<file path="config.mk">
export PLATFORM = sky130hd
export DESIGN_NAME = uart_rx
export DESIGN_NICKNAME = d
export VERILOG_FILES = /design/src/rtl/uart_rx.sv
export SDC_FILE = /design/constraint.sdc
export NUM_CORES = 1
export LEC_CHECK = 0
export CAP_MARGIN = 0
export CELL_PAD_IN_SITES_DETAIL_PLACEMENT = 1
export CELL_PAD_IN_SITES_GLOBAL_PLACEMENT = 1
export CORE_MARGIN = 2
export CORE_UTILIZATION = 44
export DETAILED_ROUTE_END_ITERATION = 12
export PLACE_DENSITY = 0.89
export SYNTH_ARGS = -nofsm -noshare
export SYNTH_HDL_FRONTEND = slang
export SYNTH_SLANG_ARGS = --single-unit
</file>
<file path="constraint.sdc">
create_clock -name rx_clk -period 2.5 [get_ports rx_clk]
set_clock_uncertainty 0.05 [all_clocks]
set_input_delay 0.5 -clock rx_clk [delete_from_list [all_inputs] [get_ports rx_clk]]
set_output_delay 0.5 -clock rx_clk [all_outputs]
set_load 0.02 [all_outputs]
</file>
<file path="src/rtl/uart_rx.sv">
// UART receiver: 16x (OVERSAMPLE) oversampled deserialiser, 5-8 data bits, optional parity, 1/2 stop bits.
// Optional 2-of-3 majority bit decision when UART_RX_MAJORITY_EN is defined.
module uart_rx #(
  parameter int OVERSAMPLE = 16
) (
  input  logic       rx_clk,
  input  logic       rst,
  input  logic       rx,
  input  logic       parity_en,
  input  logic       parity_type,
  input  logic [3:0] data_len,
  input  logic       stop2,
  output logic [7:0] rx_data,
  output logic       rx_done,
  output logic       rx_err,
  output logic       frame_err,
  output logic       rx_busy
);

  // state     | meaning
  // IDLE      | line idle, waiting for rx_s low
  // START     | start bit, confirmed or rejected at mid-bit
  // DATA      | data bits shifted in LSB-first
  // PAR       | parity bit captured
  // STOP1     | first stop bit sampled
  // STOP2     | second stop bit sampled
  // DONE      | rx_done cycle, results visible
  // WAIT_HIGH | stop bit was low, wait for line to return high
  typedef enum logic [2:0] {IDLE, START, DATA, PAR, STOP1, STOP2, DONE, WAIT_HIGH} state_t;

  localparam int TW = $clog2(OVERSAMPLE);
  localparam logic [TW-1:0] TICK_MID  = TW'(OVERSAMPLE / 2);
  localparam logic [TW-1:0] TICK_LAST = TW'(OVERSAMPLE - 1);

  state_t        state;
  logic          sync1, rx_s;
  logic [TW-1:0] tick;
  logic [2:0]    bitcnt, len_m1;
  logic          par_en_l, par_type_l, stop2_l, len_bad_l;
  logic [7:0]    shreg;
  logic          par_bit, stop_bad;
  logic          sample, bit_val, exp_par, fin, fin_bad, len_ok;

  always_ff @(posedge rx_clk or negedge rst) begin
    if (!rst) begin
      sync1 <= 1'b1;
      rx_s  <= 1'b1;
    end else begin
      sync1 <= rx;
      rx_s  <= sync1;
    end
  end

`ifdef UART_RX_MAJORITY_EN
  logic [1:0] hist;

  // hist holds rx_s from the two ticks before the decision tick
  always_ff @(posedge rx_clk or negedge rst) begin
    if (!rst) hist <= 2'b11;
    else      hist <= {hist[0], rx_s};
  end

  assign bit_val = (hist[1] & hist[0]) | (hist[1] & rx_s) | (hist[0] & rx_s);
`else
  assign bit_val = rx_s;
`endif

  assign sample  = (tick == TICK_MID);
  assign len_ok  = (data_len >= 4'd5) && (data_len <= 4'd8);
  // unused upper shreg bits are zero, so the 8-bit reduction covers exactly the received bits
  assign exp_par = len_bad_l ? 1'b0 : (par_type_l ? ^shreg : ~^shreg);

  always_comb begin
    fin     = sample && ((state == STOP1 && !stop2_l) || state == STOP2);
    fin_bad = ~bit_val | ((state == STOP2) & stop_bad);
  end

  always_ff @(posedge rx_clk or negedge rst) begin
    if (!rst) begin
      state      <= IDLE;
      tick       <= '0;
      bitcnt     <= 3'd0;
      len_m1     <= 3'd7;
      par_en_l   <= 1'b0;
      par_type_l <= 1'b0;
      stop2_l    <= 1'b0;
      len_bad_l  <= 1'b0;
      shreg      <= 8'h00;
      par_bit    <= 1'b0;
      stop_bad   <= 1'b0;
      rx_data    <= 8'h00;
      rx_done    <= 1'b0;
      rx_err     <= 1'b0;
      frame_err  <= 1'b0;
      rx_busy    <= 1'b0;
    end else begin
      rx_done <= 1'b0;
      if (state != IDLE) tick <= (tick == TICK_LAST) ? '0 : tick + 1'b1;
      case (state)
        IDLE: if (!rx_s) begin
          state   <= START;
          tick    <= TW'(1);
          rx_busy <= 1'b1;
        end
        START: if (sample) begin
          if (bit_val) begin
            state   <= IDLE;
            rx_busy <= 1'b0;
          end else begin
            state      <= DATA;
            bitcnt     <= 3'd0;
            shreg      <= 8'h00;
            len_m1     <= len_ok ? 3'(data_len - 4'd1) : 3'd7;
            len_bad_l  <= ~len_ok;
            par_en_l   <= parity_en;
            par_type_l <= parity_type;
            stop2_l    <= stop2;
          end
        end
        DATA: if (sample) begin
          shreg[bitcnt] <= bit_val;
          if (bitcnt == len_m1) state <= par_en_l ? PAR : STOP1;
          else                  bitcnt <= bitcnt + 3'd1;
        end
        PAR: if (sample) begin
          par_bit <= bit_val;
          state   <= STOP1;
        end
        STOP1: if (sample && stop2_l) begin
          stop_bad <= ~bit_val;
          state    <= STOP2;
        end
        STOP2: ;
        DONE: begin
          state <= frame_err ? WAIT_HIGH : IDLE;
          if (!frame_err) rx_busy <= 1'b0;
        end
        WAIT_HIGH: if (rx_s) begin
          state   <= IDLE;
          rx_busy <= 1'b0;
        end
        default: state <= IDLE;
      endcase
      if (fin) begin
        state     <= DONE;
        rx_done   <= 1'b1;
        rx_data   <= shreg;
        rx_err    <= par_en_l & (par_bit ^ exp_par);
        frame_err <= fin_bad;
      end
    end
  end

endmodule

</file>
Word level (Yosys, flattened, before mapping)
Index checks and enable logic that the tools add are counted.
W data, S select, Z words.
{ "op_classes": {"eq_ne": 23, "div": 0, "n_reduce_logical": 21, "n_shift": 0, "mul": 0, "addsub": 3, "muxes": 37, "magnitude_cmp": 4, "n_bitwise": 6} }
{ "op_table": {"columns": ["op", "count"], "rows": [
  ["$mux W3", 15],
  ["$mux W8", 3],
  ["$pmux W3 S7", 1],
  ["$ne A3 B3 Y1 const B", 6],
  ["$mux W4", 4],
  ["$pmux W8 S2", 1],
  ["$eq A3 B3 Y1 const B", 4],
  ["$ne A2 B2 Y1 const B", 6],
  ["$bwmux W8", 1],
  ["$eq A4 B4 Y1 const B", 2],
  ["$mux W1", 8],
  ["$reduce_and A4 Y1", 2],
  ["$reduce_and A8 Y1", 1],
  ["$reduce_bool A8 Y1", 1],
  ["$reduce_xnor A8 Y1", 1],
  ["$reduce_xor A8 Y1", 1],
  ["$eq A3 B2 Y1 const B", 2],
  ["$pmux W3 S2", 1],
  ["$logic_and A1 B1 Y1", 5],
  ["$reduce_and A5 Y1", 1],
  ["$add A4 B1 Y4 const B", 1],
  ["$ge A4 B3 Y1 const B", 1],
  ["$le A4 B4 Y1 const B", 1],
  ["$lt A3 B4 Y1 const B", 1],
  ["other kinds (21)", 24]
]} }
{ "totals": {"rom_bits": 0, "out_inout_bits": 12, "latchBits": 0, "word_cells": 112, "mem_count": 0, "in_bits": 10, "reg_bits": 41, "ramBits": 0} }

Depth between registers and ports, before layout
Gate-level depths: netlist of run 1.
{ "logic_depth": {"word_depth": 7, "mapped_depth": 8, "mapped_depth_nobuf": 7} }

Least setup slack after synthesis of run 1
No wires, ideal clock.
{ "synth_timing": {"kind": "register to register", "start": "reg tick[0]", "end": "reg rx_data[2]", "arrival_ps": 1743, "setup_time_ps": 125, "path_stages_with_launch": 7, "path_buffers": 1, "slack_ps": 582, "synth_period_minus_slack_ps": 1918, "t_required_ps": 2325, "cell_sequence": "dfrtp_1 -> inv_1 -> ha_1 -> nand3b_1 -> nor4_4 -> buf_4 -> mux2_2"} }
{ "synth_via": {"elab_chain_len": 2} }
{ "synth_lines": {"columns": ["element", "line", "text"], "rows": [
  ["from (decl)", "37", "logic [TW-1:0] tick;"],
  ["from (signal assigned)", "98", "if (state != IDLE) tick <= (tick == TICK_LAST) ? '0 : tick + 1'b1;"],
  ["$eq A4 B4 Y1", "68", "assign sample = (tick == TICK_MID);"],
  ["$logic_and A1 B1 Y1", "74", "fin = sample && ((state == STOP1 && !stop2_l) || state == STOP2);"],
  ["via fin", "42", "logic sample, bit_val, exp_par, fin, fin_bad, len_ok;"],
  ["to (signal assigned)", "147", "rx_data <= shreg;"],
  ["to (decl)", "13", "output logic [7:0] rx_data,"]
]} }
The timed path passes the listed nets, and every way through them passes these cells.
A chain may end at the register's enable or synchronous reset.

Worst setup path in the final report of run 1
{ "layout_timing": {"start": "reg tick[0]", "end": "reg rx_data[1]"} }
{ "layout_via": {"elab_chain_len": 2} }
{ "layout_lines": {"columns": ["element", "line"], "rows": [
  ["$eq A4 B4 Y1", "68"],
  ["$logic_and A1 B1 Y1", "74"]
]} }
No other way between the ends.

==> results of run 1 <==
-- where the power goes --
part           internal, mW  total [mW]  switching, mW
combinational         0.346       0.757          0.411
sequential            0.801       0.947          0.146
clock                 0.397       0.628          0.232
total                  1.54        2.33          0.788
-- state kept, by name (all words and copies together) (netlist names), 3 cells and up --
signal   count
shreg        8
state        3
len_m1       3
tick         4
bitcnt       3
rx_data      8
-- kinds of logic after synthesis --
group,Yosys count,share of synthesized area (%)
compound gates,62,16.89
xor+xnor,10,4.576
fa+ha+maj,5,2.825
buf+inv,22,4.237
flops,41,46.61
mux,14,7.006
simple gates,70,17.85
-- metrics by stage --
| step | power [mW] | cell area [um2] |
|---|---|---|
| after floorplan | 1.484 | 2215 |
| after global placement | 1.673 | 2511 |
| after detailed placement | 1.710 | 2511 |
| after CTS | 2.350 | 2645 |
| after global routing | 2.492 | 2645 |
| final | 2.333 | 2645 |
-- layout make-up --
cell class,instances,area [um2],share of cell area [%]
clock buffers,5,68.82,2.602
clock inverters,3,65.06,2.460
inverters,9,33.78,1.277
multi-input cells,161,1089,41.15
flip-flops and latches,41,1032,39.03
well taps,67,83.83,3.169
repair buffers,30,272.8,10.31
-- cell usage in the layout, fill, tap and decap left out, drive strengths merged, types with 6 or more instances in the layout --
master          n
dfrtp          36
o21ai          24
nor2           22
clkdlybuf4s50  20
a21oi          13
mux2           12
nand2          10
buf            10
inv             9
a31oi           8
nor3            7
nand2b          6
nand3           6
-- per-layer routing --
| layer | vias to the layer above | GRT usage (%) |
|---|---|---|
| li1 | 848 | - |
| met1 | 907 | 26.90 |
| met2 | 28 | 34.99 |
| met3 | 2 | 4.552 |
| met4 | 0 | 3.968 |
| met5 | - | 0 |
-- worst max-delay path, cell delays in order, from the launching register on --
cell and delay [ps]:
dfrtp_1 410, inv_1 100, ha_1 160, nand3b_1 270
nor4_4 420, buf_4 260, mux2_2 350
-- path summary, 6_finish.rpt --
kind,startpoint,depth (start not counted),end,slack [ps]
max reg2reg,tick[0]$_DFF_PN0_,6,rx_data[1]$_DFFE_PN0P_,370
min reg2reg,sync1$_DFF_PN1_,0,bit_val$_DFF_PN1_,310
max,tick[0]$_DFF_PN0_,6,rx_data[1]$_DFFE_PN0P_,370
max in group asynchronous,rst,1,state[0]$_DFFE_PN0P_,1540
min,rst,1,tick[2]$_DFF_PN0_,290
min in group rx_clk,sync1$_DFF_PN1_,0,bit_val$_DFF_PN1_,310
==> results.json, run 1 <==
{
  "run_status": "completed",
  "netlist_area_mm2": 0.002215,
  "setup_slack_ps": 367.8,
  "cts_post_setup_buffers_inserted": 0,
  "cts_sinks": 41,
  "dp.cells": 308,
  "crit_fanout": 11,
  "drc": 0,
  "std_cell_rows": 25,
  "final.period_utilization_pct": 85.29,
  "clock_tree.buffer_depth": 2,
  "pin_count_of_the_biggest_net_entering_global_routing": 42,
  "post-place-ws_ps": 400.9,
  "cts_htree_levels": 2,
  "initial_core_util_pct": 46.27,
  "yosysMostFrequentCell": "dfrtp_1",
  "fmax_achieved_mhz": 469.0,
  "syn_avg_cell_area_um2": 9.887,
  "synth.cells.most_frequent": "36 x dfrtp_1, 23 x o21ai_0, 22 x nor2_1, 13 x a21oi_1, 12 x mux2_2",
  "chipHeight_um": 74.95,
  "cts-resized-gates": 0,
  "crit_path_required_time_ps": 2630,
  "coreArea_mm2": 0.004786,
  "finalWeightedCongestion": 0.8213,
  "grt_pass1_vias": 1826,
  "ant_nets": 0,
  "syn_to_final_growth_pct": 19.44,
  "clock_tree.root_cell": "clkbuf_8",
  "drt-initial-drc-count": 67,
  "worst-setup-path-type": "flip-flop to flip-flop",
  "synth.yosys.warnings": 0,
  "hp-class": "input pin to asynchronous set/reset pin",
  "setup_violations_final": 0,
  "tritoncts.num_buffers": 5,
  "n_fill_cell": 553,
  "routed_wire_length_per_instance_um": 16.17,
  "cts.hold.buffers_added": 0,
  "timing.critical_path.from_type": "flip-flop",
  "finalNonFillerCells": 316,
  "fin_tns_setup_ps": 0,
  "postSynth.topFlopCell": "dfrtp_1",
  "drive_gt1_share_pct": 15.66,
  "postLayoutCoreUtil_pct": 55.27,
  "final_net_count": 263,
  "finalWorstPathRequiredPeriod_ps": 2132,
  "synth_nets": 239,
  "worst_hold_slack_ps": 293.8,
  "synth-edff-count": 0,
  "peakVddDrop_mv": 0.6034,
  "unrepaired_setup_endpoints_after_global_routing": "false",
  "synth_unique_cells": 43,
  "synth_seq_cells": 41,
  "endpoint_kind_of_the_worst_setup_timing_path": "flip-flop",
  "detailroute.wirelength.met2_um": 2617,
  "die_span_in_x_um": 74.95,
  "grt-ovfl-total": 0,
  "synthCells": 224,
  "drt-total-wl_um": 5109,
  "measured_slew_at_the_worst_slew_check_pin_ps": 913.6,
  "portBuffers": 21,
  "clk_transition_reported_paths_ps": 80,
  "floorplan.io_pins": 22,
  "tritoncts": "built",
  "avgViaCountPerCell": 5.649,
  "top_cells_by_area_synth": "dfrtp_1 41%, mux2_2 6.1%, dfstp_2 5.9%, o21ai_0 5.2%, nor2_1 3.7%",
  "synth_sequential_area_ratio_pct": 46.61,
  "design.die.area_mm2": 0.005617,
  "synthDominantCellAreaShare_pct": 40.68,
  "met1_length_um": 2335,
  "wl_met3_um": 133,
  "post-dp-hpwl_um": 3618,
  "slew_violations": 0,
  "detailroute.via_count": 1785,
  "synth_top_cell_by_area": "dfrtp_1",
  "antenna_found_initial": 0,
  "cap_violations": 0,
  "firstDrtPassIters": 4,
  "async_flop_share_pct": 100.0,
  "data_arrival_time_of_the_critical_path_ps": 2260,
  "top_layer": "met4",
  "grt_first_pass_wirelength_um": 8728,
  "static-leakage-power_nw": 1.150,
  "antenna_cells_inserted": 0,
  "hold_viol_final": 0,
  "global_route.usage.total_pct": 20.47,
  "power.density_mw_per_mm2": 881.8,
  "slew-limit-headroom_pct": 39.09,
  "clock_insertion_delay_worst_skew_ps": 290
}
Power figures use the tool's default switching activity.
==> run 2, diff against run 1 <==
Settings changed: CORE_UTILIZATION 44 to 47, PLACE_DENSITY 0.89 to 0.93.
Clock period 2.5 ns to 2.7 ns, I/O delays scaled along.
==> run 2 against run 1 <==
- clock-buffer cell count is the same
- sequential power is 4.5% lower
- non-clock buffer count shrank 5
- combinational power is 13% lower
- clock power shrank 19%
- largest cell class unchanged
- largest power group unchanged
==> results.json, run 2 (same netlist as run 1, synthesis figures left out) <==
{
  "run_status": "completed",
  "drt-initial-drc-count": 105,
  "hold_viol_final": 0,
  "ant_nets": 0,
  "layout.cells.most_common": "dfrtp_1",
  "routed_wire_length_per_instance_um": 17.77,
  "fin_tns_setup_ps": 0,
  "fmax_achieved_mhz": 451.2,
  "slew_violations": 0,
  "worst-setup-path-type": "flip-flop to flip-flop",
  "syn_to_final_growth_pct": 16.04,
  "slew-limit-headroom_pct": 39.56,
  "grt_pass1_vias": 1885,
  "die_span_in_x_um": 72.65,
  "pin_count_of_the_biggest_net_entering_global_routing": 42,
  "postLayoutCoreUtil_pct": 57.83,
  "finalWorstPathRequiredPeriod_ps": 2216,
  "detailroute.via_count": 1759,
  "critical-path-slowest-cell": "nor4_4",
  "setup_violations_final": 0,
  "cap_violations": 0,
  "cts_post_setup_buffers_inserted": 0,
  "drc": 0,
  "share_seq_of_total_power_pct": 43.7,
  "design.die.area_mm2": 0.005277,
  "fraction_of_power_consumed_by_the_clock_network_pct": 24.5,
  "worst_r2r_startpoint": "tick[0]$_DFF_PN0_",
  "crit_path_required_time_ps": 2840,
  "clock_insertion_delay_worst_skew_ps": 300,
  "cts-resized-gates": 0,
  "post-place-ws_ps": 498.2,
  "post-dp-hpwl_um": 3686,
  "portBuffers": 21,
  "endpoint_kind_of_the_worst_setup_timing_path": "flip-flop",
  "beginning_of_the_critical_path": "tick[0]$_DFF_PN0_",
  "cp_cell_sequence": "inv_1 > ha_1 > nand3b_1 > nor4_4 > buf_4 > mux2_2",
  "tritoncts": "built",
  "timing.critical_path.from_type": "flip-flop",
  "pwr-share-comb_pct": 31.8,
  "tritoncts.num_buffers": 5,
  "setup_slack_ps": 483.8,
  "global_route.usage.total_pct": 22.50,
  "finalWeightedCongestion": 0.8542,
  "avgViaCountPerCell": 5.943,
  "drt-total-wl_um": 5260,
  "antenna_found_initial": 0,
  "firstDrtPassIters": 4,
  "switchingPower_uw": 750.3,
  "top_regs": "rx_data (8), shreg (8), tick (4)",
  "hp-class": "input pin to asynchronous set/reset pin",
  "layout.cells.most_common_list": "36 x dfrtp_1, 23 x o21ai_0, 22 x nor2_1",
  "peakVddDrop_mv": 0.4154,
  "cts_sinks": 41,
  "unrepaired_setup_endpoints_after_global_routing": "false",
  "measured_slew_at_the_worst_slew_check_pin_ps": 906.6,
  "clock_tree.root_cell": "clkbuf_8",
  "internal_power_mw": 1.320,
  "grt-ovfl-total": 0,
  "data_arrival_time_of_the_critical_path_ps": 2350,
  "clock_tree.buffer_depth": 2,
  "swShare_pct": 36.24,
  "floorplan.io_pins": 22,
  "final.period_utilization_pct": 82.08,
  "chipHeight_um": 72.65,
  "final_net_count": 258,
  "grt_first_pass_wirelength_um": 9149,
  "cts.hold.buffers_added": 0,
  "std_cell_rows": 24,
  "stage_delay_of_the_slowest_cell_on_the_critical_path_ps": 480,
  "rrSetupSlack_ps": 480,
  "antenna_cells_inserted": 0,
  "cts_htree_levels": 2,
  "clk_transition_reported_paths_ps": 90,
  "drive_gt1_share_pct": 13.93,
  "initial_core_util_pct": 49.83,
  "power.density_mw_per_mm2": 805.6,
  "crit_fanout": 9,
  "timing.reg2reg.worst_path_depth": 6,
  "coreArea_mm2": 0.004444,
  "worst_r2r_end": "rx_data[1]$_DFFE_PN0P_",
  "static-leakage-power_nw": 1.110
}
run 2: cell count changes in the layout (fill, tap and decap cells not counted), sizes merged:
| cell | before | now |
|---|---|---|
| clkinvlp | 0 | 1 |
| buf | 10 | 5 |
| bufinv | 2 | 1 |
run 2: per-stage QoR:
step	power [mW]	hold WS, ps	cells	area [um2]
after floorplan	1.374	194.4	224	2215
after global placement	1.524	295.6	288	2455
after detailed placement	1.567	297.3	288	2455
after CTS	2.082	308.9	296	2570
after global routing	2.203	312.9	296	2570
final	2.070	307.7	296	2570
run 2: critical path: cells and delay by family (launching register included):
kind / cells / cell delay [ps]
muxes: 1 / 360
buffers and inverters: 2 / 370
and+or+nand+nor: 2 / 750
adders and majority gates: 1 / 180
DFF: 1 / 410
run 2: power groups by stage:
stage / sequential [mW] / combinational, mW / clock, mW
3_3_place_gp: 0.904 / 0.620 / 0
5_1_grt: 0.928 / 0.736 / 0.539
4_1_cts: 0.903 / 0.661 / 0.519
6_report: 0.904 / 0.659 / 0.508
3_5_place_dp: 0.914 / 0.653 / 0
2_1_floorplan: 0.839 / 0.535 / 0
run 2: how the worst max path moves through the flow:
stage / to / slack, ps
4_1_cts: rx_data[1]$_DFFE_PN0P_ / 460
5_1_grt: shreg[3]$_DFFE_PN0P_ / 260
3_5_place_dp: rx_data[1]$_DFFE_PN0P_ / 500
3_3_place_gp: rx_data[4]$_DFFE_PN0P_ / 630
2_1_floorplan: rx_data[2]$_DFFE_PN0P_ / 780
6_report: rx_data[1]$_DFFE_PN0P_ / 480
run 2: final cells by class:
cell class | instances | area [um2]
Multi-Input combinational cell | 161 | 1089
Tap cell | 52 | 65.06
Clock buffer | 5 | 68.82
Timing Repair Buffer | 25 | 235.2
Inverter | 9 | 33.78
Clock inverter | 3 | 46.29
Fill cell | 500 | 1874
Sequential cell | 41 | 1032
run 2: routing by layer:
layer  share of wire (%)  GRT usage [%]
met1                  45          28.82
met2                  52          39.29
met3                 1.9          3.315
met4                 1.0          6.996
met5                   0              0
